### config.mk
export PLATFORM = sky130hd
export DESIGN_NAME = pl_hazard_ctrl_flat
export DESIGN_NICKNAME = d
export VERILOG_FILES = /design/src/rtl/pl_hazard_ctrl_pkg.sv /design/src/rtl/pl_hazard_ctrl_if.sv /design/src/rtl/pl_hazard_ctrl_hz_detect.sv /design/src/rtl/pl_hazard_ctrl.sv /design/src/flat_wrapper.sv
export SDC_FILE = /design/constraint.sdc
export NUM_CORES = 1
export LEC_CHECK = 0
export ABC_CLOCK_PERIOD_IN_PS = 2120
export CAP_MARGIN = 20
export CORE_AREA = 2 2 39 41
export CTS_CLUSTER_DIAMETER = 40
export DETAILED_ROUTE_END_ITERATION = 8
export DIE_AREA = 0 0 41 43
export DONT_BUFFER_PORTS = 1
export MAX_ROUTING_LAYER = met4
export SLEW_MARGIN = 20
export SYNTH_ARGS = -nofsm -noshare
export SYNTH_HDL_FRONTEND = slang
export SYNTH_SLANG_ARGS = --single-unit
export TNS_END_PERCENT = 5
### constraint.sdc
create_clock -name i_clk -period 2.12 [get_ports i_clk]
set_input_delay 0.318 -clock i_clk [delete_from_list [all_inputs] [get_ports i_clk]]
set_output_delay 0.318 -clock i_clk [all_outputs]
set_load 0.01 [all_outputs]
### src/rtl/pl_hazard_ctrl_pkg.sv
// -----------------------------------------------------------------------------
// pl_hazard_ctrl_pkg
// Shared types and constants for the pipeline hazard sequencer.
//   reg_addr_t   : 5-bit architectural register index
//   hz_state_t   : sequencer state, encoding RUN=0, LOAD=1, FLUSH=2, MEM=3
//   HZ_FLUSH_MAX : largest legal flush depth
//   HZ_CNT_W     : width of the flush counter (holds up to HZ_FLUSH_MAX)
// -----------------------------------------------------------------------------
package pl_hazard_ctrl_pkg;

    typedef logic [4:0] reg_addr_t;

    typedef enum logic [1:0] {
        HZ_RUN   = 2'd0,
        HZ_LOAD  = 2'd1,
        HZ_FLUSH = 2'd2,
        HZ_MEM   = 2'd3
    } hz_state_t;

    localparam int HZ_FLUSH_MAX = 7;
    localparam int HZ_CNT_W     = 3;

endpackage

### src/rtl/pl_hazard_ctrl_if.sv
// -----------------------------------------------------------------------------
// pl_hazard_ctrl_if
// Bundle between the pipeline stages and the hazard sequencer.
//   i_dec_*           : decode-stage source register fields and use flags
//   i_ex_*            : execute-stage load status, destination, taken branch
//   i_mem_busy        : data memory cannot complete this cycle
//   o_pc_stall .. o_mem_stall : pipeline control strobes
//   o_hz_state        : current sequencer state
// Modports: master = pipeline side, slave = hazard sequencer side.
// -----------------------------------------------------------------------------
interface pl_hazard_ctrl_if;
    import pl_hazard_ctrl_pkg::*;

    reg_addr_t i_dec_rs1_addr;
    reg_addr_t i_dec_rs2_addr;
    logic      i_dec_rs1_used;
    logic      i_dec_rs2_used;
    logic      i_ex_is_load;
    reg_addr_t i_ex_rd_addr;
    logic      i_ex_branch_taken;
    logic      i_mem_busy;

    logic      o_pc_stall;
    logic      o_dec_stall;
    logic      o_ex_bubble;
    logic      o_dec_flush;
    logic      o_mem_stall;
    hz_state_t o_hz_state;

    modport master (
        output i_dec_rs1_addr, i_dec_rs2_addr, i_dec_rs1_used, i_dec_rs2_used,
        output i_ex_is_load, i_ex_rd_addr, i_ex_branch_taken, i_mem_busy,
        input  o_pc_stall, o_dec_stall, o_ex_bubble, o_dec_flush, o_mem_stall,
        input  o_hz_state
    );

    modport slave (
        input  i_dec_rs1_addr, i_dec_rs2_addr, i_dec_rs1_used, i_dec_rs2_used,
        input  i_ex_is_load, i_ex_rd_addr, i_ex_branch_taken, i_mem_busy,
        output o_pc_stall, o_dec_stall, o_ex_bubble, o_dec_flush, o_mem_stall,
        output o_hz_state
    );

endinterface

### src/rtl/pl_hazard_ctrl_hz_detect.sv
// -----------------------------------------------------------------------------
// hz_detect
// Combinational load-use comparator. Flags when the decode instruction reads a
// register that the load in execute has not yet written. Register 0 is
// hard-wired, so a load targeting it never creates a dependency.
//   rs1_addr/rs2_addr : decode source fields
//   rs1_used/rs2_used : decode actually reads that source
//   ex_is_load        : execute holds a load
//   ex_rd_addr        : execute destination
//   load_use          : dependency present
// -----------------------------------------------------------------------------
module hz_detect
    import pl_hazard_ctrl_pkg::*;
(
    input  reg_addr_t rs1_addr,
    input  reg_addr_t rs2_addr,
    input  logic      rs1_used,
    input  logic      rs2_used,
    input  logic      ex_is_load,
    input  reg_addr_t ex_rd_addr,
    output logic      load_use
);

    logic rs1_hit;
    logic rs2_hit;

    assign rs1_hit  = rs1_used && (rs1_addr == ex_rd_addr);
    assign rs2_hit  = rs2_used && (rs2_addr == ex_rd_addr);
    assign load_use = ex_is_load && (ex_rd_addr != '0) && (rs1_hit || rs2_hit);

endmodule

### src/rtl/pl_hazard_ctrl.sv
// -----------------------------------------------------------------------------
// pl_hazard_ctrl
// Central hazard sequencer for the 5-stage core. Arbitrates memory wait,
// taken branch and load-use events (in that priority) and drives the stall,
// bubble and flush controls with zero-cycle (Mealy) latency.
// Parameters:
//   FLUSH_DEPTH : cycles o_dec_flush stays high after a taken branch (1..7)
//   PERF_CNT_W  : width of the optional performance counters
// Ports:
//   i_clk, i_rst : clock, synchronous active-high reset
//   hz           : pl_hazard_ctrl_if.slave (pipeline inputs, control outputs)
//   o_stall_cycles, o_flush_cycles : saturating cycle counters, only present
//                 when HZ_PERF_CNT_EN is defined
// -----------------------------------------------------------------------------
module pl_hazard_ctrl
    import pl_hazard_ctrl_pkg::*;
#(
    parameter int FLUSH_DEPTH = 2,
    parameter int PERF_CNT_W  = 32
) (
    input  logic                  i_clk,
    input  logic                  i_rst,
    pl_hazard_ctrl_if.slave       hz
`ifdef HZ_PERF_CNT_EN
    ,
    output logic [PERF_CNT_W-1:0] o_stall_cycles,
    output logic [PERF_CNT_W-1:0] o_flush_cycles
`endif
);

    localparam logic [HZ_CNT_W-1:0] CNT_RELOAD  = HZ_CNT_W'(FLUSH_DEPTH - 1);
    localparam hz_state_t           BRANCH_NEXT = (FLUSH_DEPTH > 1) ? HZ_FLUSH : HZ_RUN;

    hz_state_t           state_q, state_d;
    hz_state_t           saved_q, saved_d;
    hz_state_t           eval_state;
    logic [HZ_CNT_W-1:0] cnt_q, cnt_d;
    logic                load_use;
    logic                pc_stall, dec_stall, ex_bubble, dec_flush, mem_stall;

    hz_detect u_detect (
        .rs1_addr   (hz.i_dec_rs1_addr),
        .rs2_addr   (hz.i_dec_rs2_addr),
        .rs1_used   (hz.i_dec_rs1_used),
        .rs2_used   (hz.i_dec_rs2_used),
        .ex_is_load (hz.i_ex_is_load),
        .ex_rd_addr (hz.i_ex_rd_addr),
        .load_use   (load_use)
    );

    always_comb begin
        // NOTE: every signal written here gets a default first, so no path
        // through the priority chain can leave one unassigned (no latch).
        state_d   = state_q;
        saved_d   = saved_q;
        cnt_d     = cnt_q;
        pc_stall  = 1'b0;
        dec_stall = 1'b0;
        ex_bubble = 1'b0;
        dec_flush = 1'b0;
        mem_stall = 1'b0;

        // Leaving a memory wait resumes the saved state's rules in the same
        // cycle, so the release cycle is not lost.
        eval_state = (state_q == HZ_MEM && !hz.i_mem_busy) ? saved_q : state_q;

        if (eval_state == HZ_MEM) begin
            // Still waiting: branch and load-use are ignored until release.
            mem_stall = 1'b1;
            pc_stall  = 1'b1;
            dec_stall = 1'b1;
        end else if (hz.i_mem_busy) begin
            // A pending flush is resumed after the wait; LOAD's guard is not.
            mem_stall = 1'b1;
            pc_stall  = 1'b1;
            dec_stall = 1'b1;
            saved_d   = (eval_state == HZ_FLUSH) ? HZ_FLUSH : HZ_RUN;
            state_d   = HZ_MEM;
        end else if (hz.i_ex_branch_taken) begin
            dec_flush = 1'b1;
            ex_bubble = 1'b1;
            cnt_d     = CNT_RELOAD;
            state_d   = BRANCH_NEXT;
        end else if (eval_state == HZ_FLUSH) begin
            // Decode content is discarded, so load-use is irrelevant here.
            dec_flush = 1'b1;
            cnt_d     = cnt_q - 1'b1;
            state_d   = (cnt_q == HZ_CNT_W'(1)) ? HZ_RUN : HZ_FLUSH;
        end else if (eval_state == HZ_RUN && load_use) begin
            pc_stall  = 1'b1;
            dec_stall = 1'b1;
            ex_bubble = 1'b1;
            state_d   = HZ_LOAD;
        end else begin
            state_d   = HZ_RUN;
        end
    end

    always_ff @(posedge i_clk) begin
        // NOTE: reset is sampled on the clock edge, and all state is updated
        // with non-blocking assignments so every register sees pre-edge values.
        if (i_rst) begin
            state_q <= HZ_RUN;
            saved_q <= HZ_RUN;
            cnt_q   <= '0;
        end else begin
            state_q <= state_d;
            saved_q <= saved_d;
            cnt_q   <= cnt_d;
        end
    end

    // Outputs are forced low for the whole reset cycle, whatever the inputs.
    assign hz.o_pc_stall  = pc_stall  & ~i_rst;
    assign hz.o_dec_stall = dec_stall & ~i_rst;
    assign hz.o_ex_bubble = ex_bubble & ~i_rst;
    assign hz.o_dec_flush = dec_flush & ~i_rst;
    assign hz.o_mem_stall = mem_stall & ~i_rst;
    assign hz.o_hz_state  = i_rst ? HZ_RUN : state_q;

`ifdef HZ_PERF_CNT_EN
    logic [PERF_CNT_W-1:0] stall_cnt_q;
    logic [PERF_CNT_W-1:0] flush_cnt_q;

    always_ff @(posedge i_clk) begin
        if (i_rst) begin
            stall_cnt_q <= '0;
            flush_cnt_q <= '0;
        end else begin
            if (pc_stall && stall_cnt_q != '1) begin
                stall_cnt_q <= stall_cnt_q + PERF_CNT_W'(1);
            end
            if (dec_flush && flush_cnt_q != '1) begin
                flush_cnt_q <= flush_cnt_q + PERF_CNT_W'(1);
            end
        end
    end

    assign o_stall_cycles = i_rst ? '0 : stall_cnt_q;
    assign o_flush_cycles = i_rst ? '0 : flush_cnt_q;
`endif

endmodule

### src/flat_wrapper.sv
// flat-port wrapper written by rule: the top's interface ports become plain ports
module pl_hazard_ctrl_flat import pl_hazard_ctrl_pkg::*;
#(
    parameter int FLUSH_DEPTH = 2,
    parameter int PERF_CNT_W  = 32
)
  (i_clk, i_rst, hz_i_dec_rs1_addr, hz_i_dec_rs2_addr, hz_i_dec_rs1_used, hz_i_dec_rs2_used, hz_i_ex_is_load, hz_i_ex_rd_addr, hz_i_ex_branch_taken, hz_i_mem_busy, hz_o_pc_stall, hz_o_dec_stall, hz_o_ex_bubble, hz_o_dec_flush, hz_o_mem_stall, hz_o_hz_state);
  pl_hazard_ctrl_if hz_i ();
  input  logic i_clk;
  input  logic i_rst;
  input wire logic [$bits(hz_i.i_dec_rs1_addr)-1:0] hz_i_dec_rs1_addr;
  input wire logic [$bits(hz_i.i_dec_rs2_addr)-1:0] hz_i_dec_rs2_addr;
  input wire logic [$bits(hz_i.i_dec_rs1_used)-1:0] hz_i_dec_rs1_used;
  input wire logic [$bits(hz_i.i_dec_rs2_used)-1:0] hz_i_dec_rs2_used;
  input wire logic [$bits(hz_i.i_ex_is_load)-1:0] hz_i_ex_is_load;
  input wire logic [$bits(hz_i.i_ex_rd_addr)-1:0] hz_i_ex_rd_addr;
  input wire logic [$bits(hz_i.i_ex_branch_taken)-1:0] hz_i_ex_branch_taken;
  input wire logic [$bits(hz_i.i_mem_busy)-1:0] hz_i_mem_busy;
  output wire logic [$bits(hz_i.o_pc_stall)-1:0] hz_o_pc_stall;
  output wire logic [$bits(hz_i.o_dec_stall)-1:0] hz_o_dec_stall;
  output wire logic [$bits(hz_i.o_ex_bubble)-1:0] hz_o_ex_bubble;
  output wire logic [$bits(hz_i.o_dec_flush)-1:0] hz_o_dec_flush;
  output wire logic [$bits(hz_i.o_mem_stall)-1:0] hz_o_mem_stall;
  output wire logic [$bits(hz_i.o_hz_state)-1:0] hz_o_hz_state;
  assign hz_i.i_dec_rs1_addr = hz_i_dec_rs1_addr;
  assign hz_i.i_dec_rs2_addr = hz_i_dec_rs2_addr;
  assign hz_i.i_dec_rs1_used = hz_i_dec_rs1_used;
  assign hz_i.i_dec_rs2_used = hz_i_dec_rs2_used;
  assign hz_i.i_ex_is_load = hz_i_ex_is_load;
  assign hz_i.i_ex_rd_addr = hz_i_ex_rd_addr;
  assign hz_i.i_ex_branch_taken = hz_i_ex_branch_taken;
  assign hz_i.i_mem_busy = hz_i_mem_busy;
  assign hz_o_pc_stall = hz_i.o_pc_stall;
  assign hz_o_dec_stall = hz_i.o_dec_stall;
  assign hz_o_ex_bubble = hz_i.o_ex_bubble;
  assign hz_o_dec_flush = hz_i.o_dec_flush;
  assign hz_o_mem_stall = hz_i.o_mem_stall;
  assign hz_o_hz_state = hz_i.o_hz_state;
  pl_hazard_ctrl #(.FLUSH_DEPTH(FLUSH_DEPTH), .PERF_CNT_W(PERF_CNT_W)) u_core (.i_clk(i_clk), .i_rst(i_rst), .hz(hz_i));
endmodule
== Yosys cells after proc, flatten, opt, wreduce, memory -nomap -nowiden ==
Index checks and enable logic that the tools add are counted.

* Add/subtract/negate cells: 1
* Equality and inequality tests: 6
* Muxes and demuxes: 24
* Bitwise logic cells: 7
* Reduce and logical (&&, ||, !) cells: 13

{| class="wikitable"
|+ Operators by type and width
! cell !! count
|-
| two-way mux 1 bit || 15
|-
| two-way mux 2 bit || 7
|-
| equality test 5 bit || 2
|-
| equality test 2 bit, second input constant || 3
|-
| logical AND 1 bit || 6
|-
| two-way mux 3 bit || 2
|-
| nonzero test 5 bit || 1
|-
| bitwise AND 1 bit || 4
|-
| equality test 3 x 1 -> 1 bit, second input constant || 1
|-
| NOT 1 bit || 3
|-
| AND reduction 3 bit || 1
|-
| subtractor 3 x 1 -> 3 bit, second input constant || 1
|-
| zero test 2 bit || 1
|-
| AND reduction 2 bit || 1
|-
| nonzero test 2 bit || 1
|-
| zero test 1 bit || 1
|-
| logical OR 1 bit || 1
|}

* Bits in registers: 7
* Input bits: 22
* Output and inout port bits: 7
* Logic and storage cells: 54

== Depth between registers and ports, before layout ==
Gate-level depths: netlist (run 1).

* Word-level depth: 11
* Depth in mapped cells: 6
* Gate-level depth less buffers: 5

== By module ==
Synthesis (run 1) repeated with hierarchy kept, for this count alone.

* Cell total of the unflattened synthesis: 67
* Area total of the unflattened synthesis: 559.3 um^2

{| class="wikitable"
|+ Modules (own cells, without submodules)
! module !! times used !! cells each !! area an instance (um^2) !! sequential area each (um^2)
|-
| pl_hazard_ctrl || 1 || 50 || 425.4 || 120.1
|-
| hz_detect || 1 || 17 || 133.9 || 0.0
|}

== Worst setup path after synthesis (run 1) ==
No wires, ideal clock.

* Path kind: input-to-output
* Start: in hz_i_ex_rd_addr[0]
* End: out hz_o_pc_stall
* Arrival time: 1425 ps
* Setup slack: 377 ps
* Stages on the path: 5
* Cell sequence: or4_4 -> o221ai_2 -> a21oi_2 -> a21o_1 -> buf_4

* Word-level cells in the longest chain between the ends: 11
* Elaborated cells between the ends (all ways): 15
* Classes of those cells: eq/ne: 2; mux: 5; bitwise: 1; reduce/logical: 7

{| class="wikitable"
|+ Ends and longest elaborated chain
! what !! line !! text
|-
| from (decl) || flat_wrapper.sv:16 || <nowiki>input wire logic [$bits(hz_i.i_ex_rd_addr)-1:0] hz_i_ex_rd_addr;</nowiki>
|-
| equality test 5 bit (on tied branches) || pl_hazard_ctrl_hz_detect.sv:27, pl_hazard_ctrl_hz_detect.sv:28 ||
|-
| logical AND 1 bit (on tied branches) || pl_hazard_ctrl_hz_detect.sv:27, pl_hazard_ctrl_hz_detect.sv:28 ||
|-
| logical OR 1 bit || pl_hazard_ctrl_hz_detect.sv:29 || <nowiki>assign load_use = ex_is_load && (ex_rd_addr != '0) && (rs1_hit || rs2_hit);</nowiki>
|-
| logical AND 1 bit (*) || pl_hazard_ctrl_hz_detect.sv:29 ||
|-
| logical AND 1 bit (*) || pl_hazard_ctrl.sv:89 || <nowiki>end else if (eval_state == HZ_RUN && load_use) begin</nowiki>
|-
| two-way mux 1 bit (*) (5 in series) || n/a ||
|-
| bitwise AND 1 bit (*) || n/a ||
|-
| to (decl) || flat_wrapper.sv:19 || <nowiki>output wire logic [$bits(hz_i.o_pc_stall)-1:0] hz_o_pc_stall;</nowiki>
|}

Mark *: on every way between the ends. The rest lies on a longest branch, timed or not.

== Worst setup path after layout (run 1) ==
* Start: reg u_core.state_q[1]
* End: out hz_o_pc_stall

* Word-level cells in the longest chain between the ends: 11
* Elaborated cells between the ends (all ways): 13
* Classes of those cells: eq/ne: 3; mux: 6; bitwise: 1; reduce/logical: 3

{| class="wikitable"
|+ Ends and longest elaborated chain
! what !! line !! text
|-
| from (decl) || pl_hazard_ctrl.sv:34 || <nowiki>hz_state_t state_q, state_d;</nowiki>
|-
| from (signal assigned) || pl_hazard_ctrl.sv:107 || <nowiki>state_q <= state_d;</nowiki>
|-
| equality test 2 bit || pl_hazard_ctrl.sv:65 || <nowiki>eval_state = (state_q == HZ_MEM && !hz.i_mem_busy) ? saved_q : state_q;</nowiki>
|-
| logical AND 1 bit || pl_hazard_ctrl.sv:65 ||
|-
| two-way mux 2 bit (*) || pl_hazard_ctrl.sv:65 ||
|-
| zero test 2 bit || pl_hazard_ctrl.sv:89 ||
|-
| logical AND 1 bit || pl_hazard_ctrl.sv:89 ||
|-
| two-way mux 1 bit (4 in series) || n/a ||
|-
| two-way mux 1 bit (*) || n/a ||
|-
| bitwise AND 1 bit (*) || n/a ||
|}

Marks and branches as above.

==> results of run 1 <==
## state kept, by name (all words and copies together), names as in the netlist
signal	flops
u_core.state_q	2
u_core.cnt_q	3
u_core.saved_q	1
## through the flow
stage / worst slack [ns] / cell area, um^2 / std cells
global placement: 0.444 / 503 / 77
floorplan: 0.377 / 490 / 63
detailed placement: 0.448 / 503 / 77
global route: 0.242 / 526 / 80
finish: 0.374 / 526 / 80
CTS: 0.356 / 526 / 80
## worst paths after layout
check                                        from                 to  slack [ns]  cells after the start
worst max-delay path            u_core.state_q[1]      hz_o_pc_stall        0.37                      5
worst min-delay path                        i_rst  u_core.state_q[1]        0.14                      1
worst max register to register  u_core.state_q[1]  u_core.state_q[0]        0.99                      5
worst min register to register    u_core.cnt_q[1]    u_core.cnt_q[1]        0.47                      2
## layout make-up
cell class              instances  area (um^2)
clock buffers                   3         22.5
well taps                      16         20.0
flip-flops and latches          6          120
multi-input cells              50          340
fillers                       161          858
repair buffers                  1         7.51
inverters                       4         15.0
## cell families after synthesis
group           after synthesis  share of synthesized area (%)
simple gates                 22                           24.5
xor+xnor                     10                           17.9
fa+ha+maj                     2                           5.10
compound gates               16                           21.9
buf+inv                       7                           6.12
flops                         6                           24.5
## layout by cell type (no fill, tap or decap), types with 2 or more instances in the layout
master,n
o21ai_0,3
nor3_1,3
a21oi_1,5
inv_1,4
nor2_1,7
xor2_1,8
ha_1,2
a21o_1,2
nand3_1,2
clkbuf_4,3
dfxtp_1,6
xnor2_1,2
nor4_1,2
nor2b_1,3
o21a_1,2
## per-layer routing
metal | wire length [um] | vias up | GRT usage, %
li1 | - | 219 | -
met1 | 406 | 197 | 13.7
met2 | 582 | 17 | 25.3
met3 | 92 | 2 | 3.14
met4 | 5 | 0 | 8.00
met5 | 0 | - | -
## critical path, cell delays in order, from the launching register on
cell,delay (ns)
dfxtp_1,0.38
nand2_1,0.07
nor3_1,0.19
o221ai_2,0.14
a21oi_2,0.16
a21o_1,0.24
## report_power, final
part	switching (W)	total, W	internal, W
combinational	0.0000274	0.0000561	0.0000286
sequential	0.00000594	0.000126	0.000120
clock	0.0000409	0.000105	0.0000640
total	0.0000743	0.000287	0.000213
==> run metrics, run 1 <==
routability congestion estimate from global placement 0.718; global-route wire length before repair 1.67 mm; start-to-end type of the worst setup path reg -> out; endpoint kind of the worst setup timing path output port; most frequent cells after synthesis xor2_1 (8), nor2_1 (7), dfxtp_1 (6); mean post-synth cell area 7.79 um^2; average wire length per cell after detail routing 13.6 um; critical path data arrival time 1.43 ns; most frequent cell after synthesis xor2_1; Num CTS Buffers 3; vias in the first global route 461; Max Fanout on Critical Path 5; count of different cell masters after synthesis 25; synthesized area 490 um^2; number of warnings reported in the yosys synthesis log 0; antenna violations before repair 0; final routed DRC violation total 0; n_diodes 0; final clock period utilization by the worst path 82.4%; startpoint type of the worst setup path flop; Setup TNS Final 0 ns; port buffer count 0; count of max-cap constraint violations 0; post-layout minimum cycle time 1.75 ns; number of buffers between clock root and the deepest sink 2; Setup Viol. Count Final 0; type of the most critical hold path in -> reg; utilization after layout 38.0%; Final Hold Vio Count 0; standard cell core area 0.00138 mm^2; total length of routed wires 1.09 mm; initial cell density of the core 35.4%; final worst clock skew 0.00229 ns; Clock Sink Count 6; number of H-tree branching levels 1; Tot Pwr 0.000287 W; largest voltage drop on the vdd net 0.203 mV; cell types occupying the most area after synthesis dfxtp_1 (24%), xor2_1 (14%), nor2_1 (5.4%); Die Width 41 um; half-perimeter wire length of the detailed placement result 886 um; dominant cell type by area after synthesis dfxtp_1; number of iterations in the first detailed-routing pass 1; num ports 29; total gr overflow 0; minimum hold slack 0.139 ns; clk_lat worst skew 0.24 ns; Vias 435; Slew headroom 76.9%; layout overhead on the synthesized area 7.14%; result of the run finished clean; Setup Fix Bufs, Post-CTS 0; remaining antenna violation count after routing 0; portion of synthesized cell area occupied by the leading cell type 24.5%; required time of the critical path 1.80 ns; CTS tree done; max frequency 573 MHz; number of core rows 14; number of gates given a new drive strength after cts 0; GRT Resource Usage Total 14.6%; static leakage power 0.199 nW; clk slew on worst S/H paths 0.05 ns; fraction of layout cells with a size suffix above 1 10.9%; synthesized instance count 63; proportion of register bits with asynchronous set or reset after synthesis 0%; height of the die 43 um; measured slew at the worst slew-check pin 0.344 ns; number of enable flip-flop cells after synthesis 0; average vias per placed instance 5.44; syn_nets 87; RSZ-0062 raised after global routing false; Seq/Total Area, Yosys 24.5%; total count of max-transition violations in the final report 0; number of DRC violations after detailed-routing iteration 0 0; Clk Tree Root Cell clkbuf_4; dominant register cell in the synthesized netlist dfxtp_1; final-stage net count 90; post-cts hold buffer count 0; flop and latch count out of synthesis 6; pin count of the biggest net entering global routing 12; power density of the placed cells 546 mW/mm^2; area enclosed by the die boundary 0.00176 mm^2
Power figures use the tool's default switching activity.
==> run 2, diff against run 1 <==
- ABC_CLOCK_PERIOD_IN_PS: 2120 -> 1400
- clock period: 2.12 -> 1.4 ns (I/O delays scaled with it)
==> run metrics, run 2 (synthesis gave the netlist of run 1 again) <==
result of the run finished with violations; violated checks setup timing; most frequent cells in the layout xor2_1 (8), nor2_1 (6), a21oi_1 (5); post-layout minimum cycle time 1.52 ns; beginning of the worst hold path i_rst; Hold EP u_core.state_q[1]; Tot Pwr 0.000462 W (+61%); measured slew at the worst slew-check pin 0.260 ns (-0.0838 ns); endpoint kind of the worst setup timing path output port; final clock period utilization by the worst path 108%; required time of the critical path 1.19 ns (-0.61 ns); register-to-register setup slack 0.22 ns (-0.77 ns); largest voltage drop on the vdd net 0.350 mV (+72%); utilization after layout 42.8% (+4.8 points); start-to-end type of the worst setup path reg -> out; critical path data arrival time 1.31 ns (-0.12 ns); port buffer count 0 (unchanged); routability congestion estimate from global placement 0.678 (-5.6%); total count of max-transition violations in the final report 0 (unchanged); post-cts hold buffer count 0 (unchanged); endpoint of the most critical register-to-register path u_core.cnt_q[2]; CTS tree done; Worst R2R Start u_core.state_q[1]; number of core rows 14 (unchanged); type of the most critical hold path in -> reg; power density of the placed cells 781 mW/mm^2 (+43%); Num CTS Buffers 3 (unchanged); delay of the slowest cell on the worst path 0.32 ns (-0.06 ns); Vias 455 (+4.6%); cell breakdown of the critical path buf_6 -> nor2_4 -> o221ai_2 -> a21oi_2 -> a21o_1; layout overhead on the synthesized area 20.7%; fillcell total 150 (-6.8%); pin count of the biggest net entering global routing 12 (unchanged); total length of routed wires 1.12 mm (+3.4%); worst-case reg-to-reg path depth 6 (+1); final routed DRC violation total 0 (unchanged); initial cell density of the core 35.4% (unchanged); average wire length per cell after detail routing 13.4 um (-1.5%); Setup TNS Final -0.322 ns (-0.322 ns); number of DRC violations after detailed-routing iteration 0 9 (+9); Clock Sink Count 6 (unchanged); final-stage net count 94 (+4.4%); max frequency 659 MHz; average vias per placed instance 5.42 (-0.38%); remaining antenna violation count after routing 0 (unchanged); global-route wire length before repair 1.85 mm (+11%); combined flip-flop and latch cell area 124 um^2 (+3.1%); final worst clock skew 0.00218 ns (-0.000112 ns); Final Hold Vio Count 0 (unchanged); Slew headroom 82.6% (+5.7 points); count of max-cap constraint violations 0 (unchanged); clk slew on worst S/H paths 0.05 ns (about the same); half-perimeter wire length of the detailed placement result 877 um (-0.98%); clk_lat worst skew 0.24 ns (about the same); max reg flops 3 (unchanged); Clk Tree Root Cell clkbuf_4; number of buffers between clock root and the deepest sink 2 (unchanged); antenna violations before repair 0 (unchanged); GRT Resource Usage Total 15.3% (+0.78 points); static leakage power 0.227 nW (+14%); largest register by flop count u_core.cnt_q; vias in the first global route 464 (+0.65%); Die Width 41 um (unchanged); startpoint type of the worst setup path flop; area of the multi-input gates 365 um^2 (+7.4%); area enclosed by the die boundary 0.00176 mm^2 (unchanged); standard cell core area 0.00138 mm^2 (unchanged); n_diodes 0 (unchanged); Setup Viol. Count Final 4 (+4); number of iterations in the first detailed-routing pass 2 (+1); critical-path cell with the highest stage delay dfxtp_2; number of cells on the worst hold path 1 (unchanged); Max Fanout on Critical Path 4 (-1); least setup slack across all paths after layout -0.117 ns (-0.491 ns); RSZ-0062 raised after global routing true; num ports 29 (unchanged); number of H-tree branching levels 1 (unchanged); registers with the most flip-flops u_core.cnt_q (3), u_core.state_q (2), u_core.saved_q (1); height of the die 43 um (unchanged); fraction of layout cells with a size suffix above 1 27.9% (+17 points); Setup Fix Bufs, Post-CTS 0 (unchanged); most common library cell in the layout ignoring fill and taps xor2_1; total gr overflow 0 (unchanged)
-- run 2: layout make-up --
cell class / instances / share of cell area [%]
Timing Repair Buffer: 5 / 7.61
Sequential cell: 6 / 20.9
Multi-Input combinational cell: 50 / 61.7
Clock buffer: 3 / 3.81
Inverter: 4 / 2.54
Tap cell: 16 / 3.38
-- run 2: worst max path at each step --
stage,from,to,slack (ns)
global route,u_core.state_q[1],hz_o_pc_stall,-0.18
CTS,u_core.state_q[1],hz_o_dec_stall,-0.12
detailed placement,hz_i_ex_rd_addr[3],hz_o_dec_stall,-0.06
floorplan,hz_i_ex_rd_addr[0],hz_o_pc_stall,-0.11
finish,u_core.state_q[1],hz_o_dec_stall,-0.12
global placement,hz_i_ex_rd_addr[3],hz_o_dec_stall,-0.07
-- run 2: critical path: cells and delay by family, from the launching register on --
family / cells / cell delay, ns
AOI/OAI and AO/OA: 3 / 0.52
DFF: 1 / 0.32
buffers and inverters: 1 / 0.12
and+or+nand+nor: 1 / 0.09
-- run 2: what timing repair did --
action | in CTS | in global routing
endpoints found under the setup margin | 4 | 4
gates resized for setup | 7 | 4
pin swaps | 4 | 2
-- run 2: report_power, final --
part	switching (W)	internal (W)
combinational	0.0000517	0.0000575
clock	0.0000646	0.0000971
sequential	0.00000815	0.000183
-- run 2: per-layer routing --
metal	GRT usage, %	wire length, um
met1	17.4	452
met5	-	0
met3	3.14	88
met4	8.00	11
met2	24.1	571
-- run 2: stage by stage --
step / hold WS, ns / setup WS [ns] / instances / cell area, um^2
after global routing: 0.0172 / -0.182 / 84 / 592
after floorplan: 0.392 / -0.105 / 63 / 490
after detailed placement: 0.283 / -0.0610 / 81 / 533
after global placement: 0.282 / -0.0664 / 81 / 533
after CTS: 0.0162 / -0.117 / 84 / 578
final: 0.0216 / -0.117 / 84 / 592
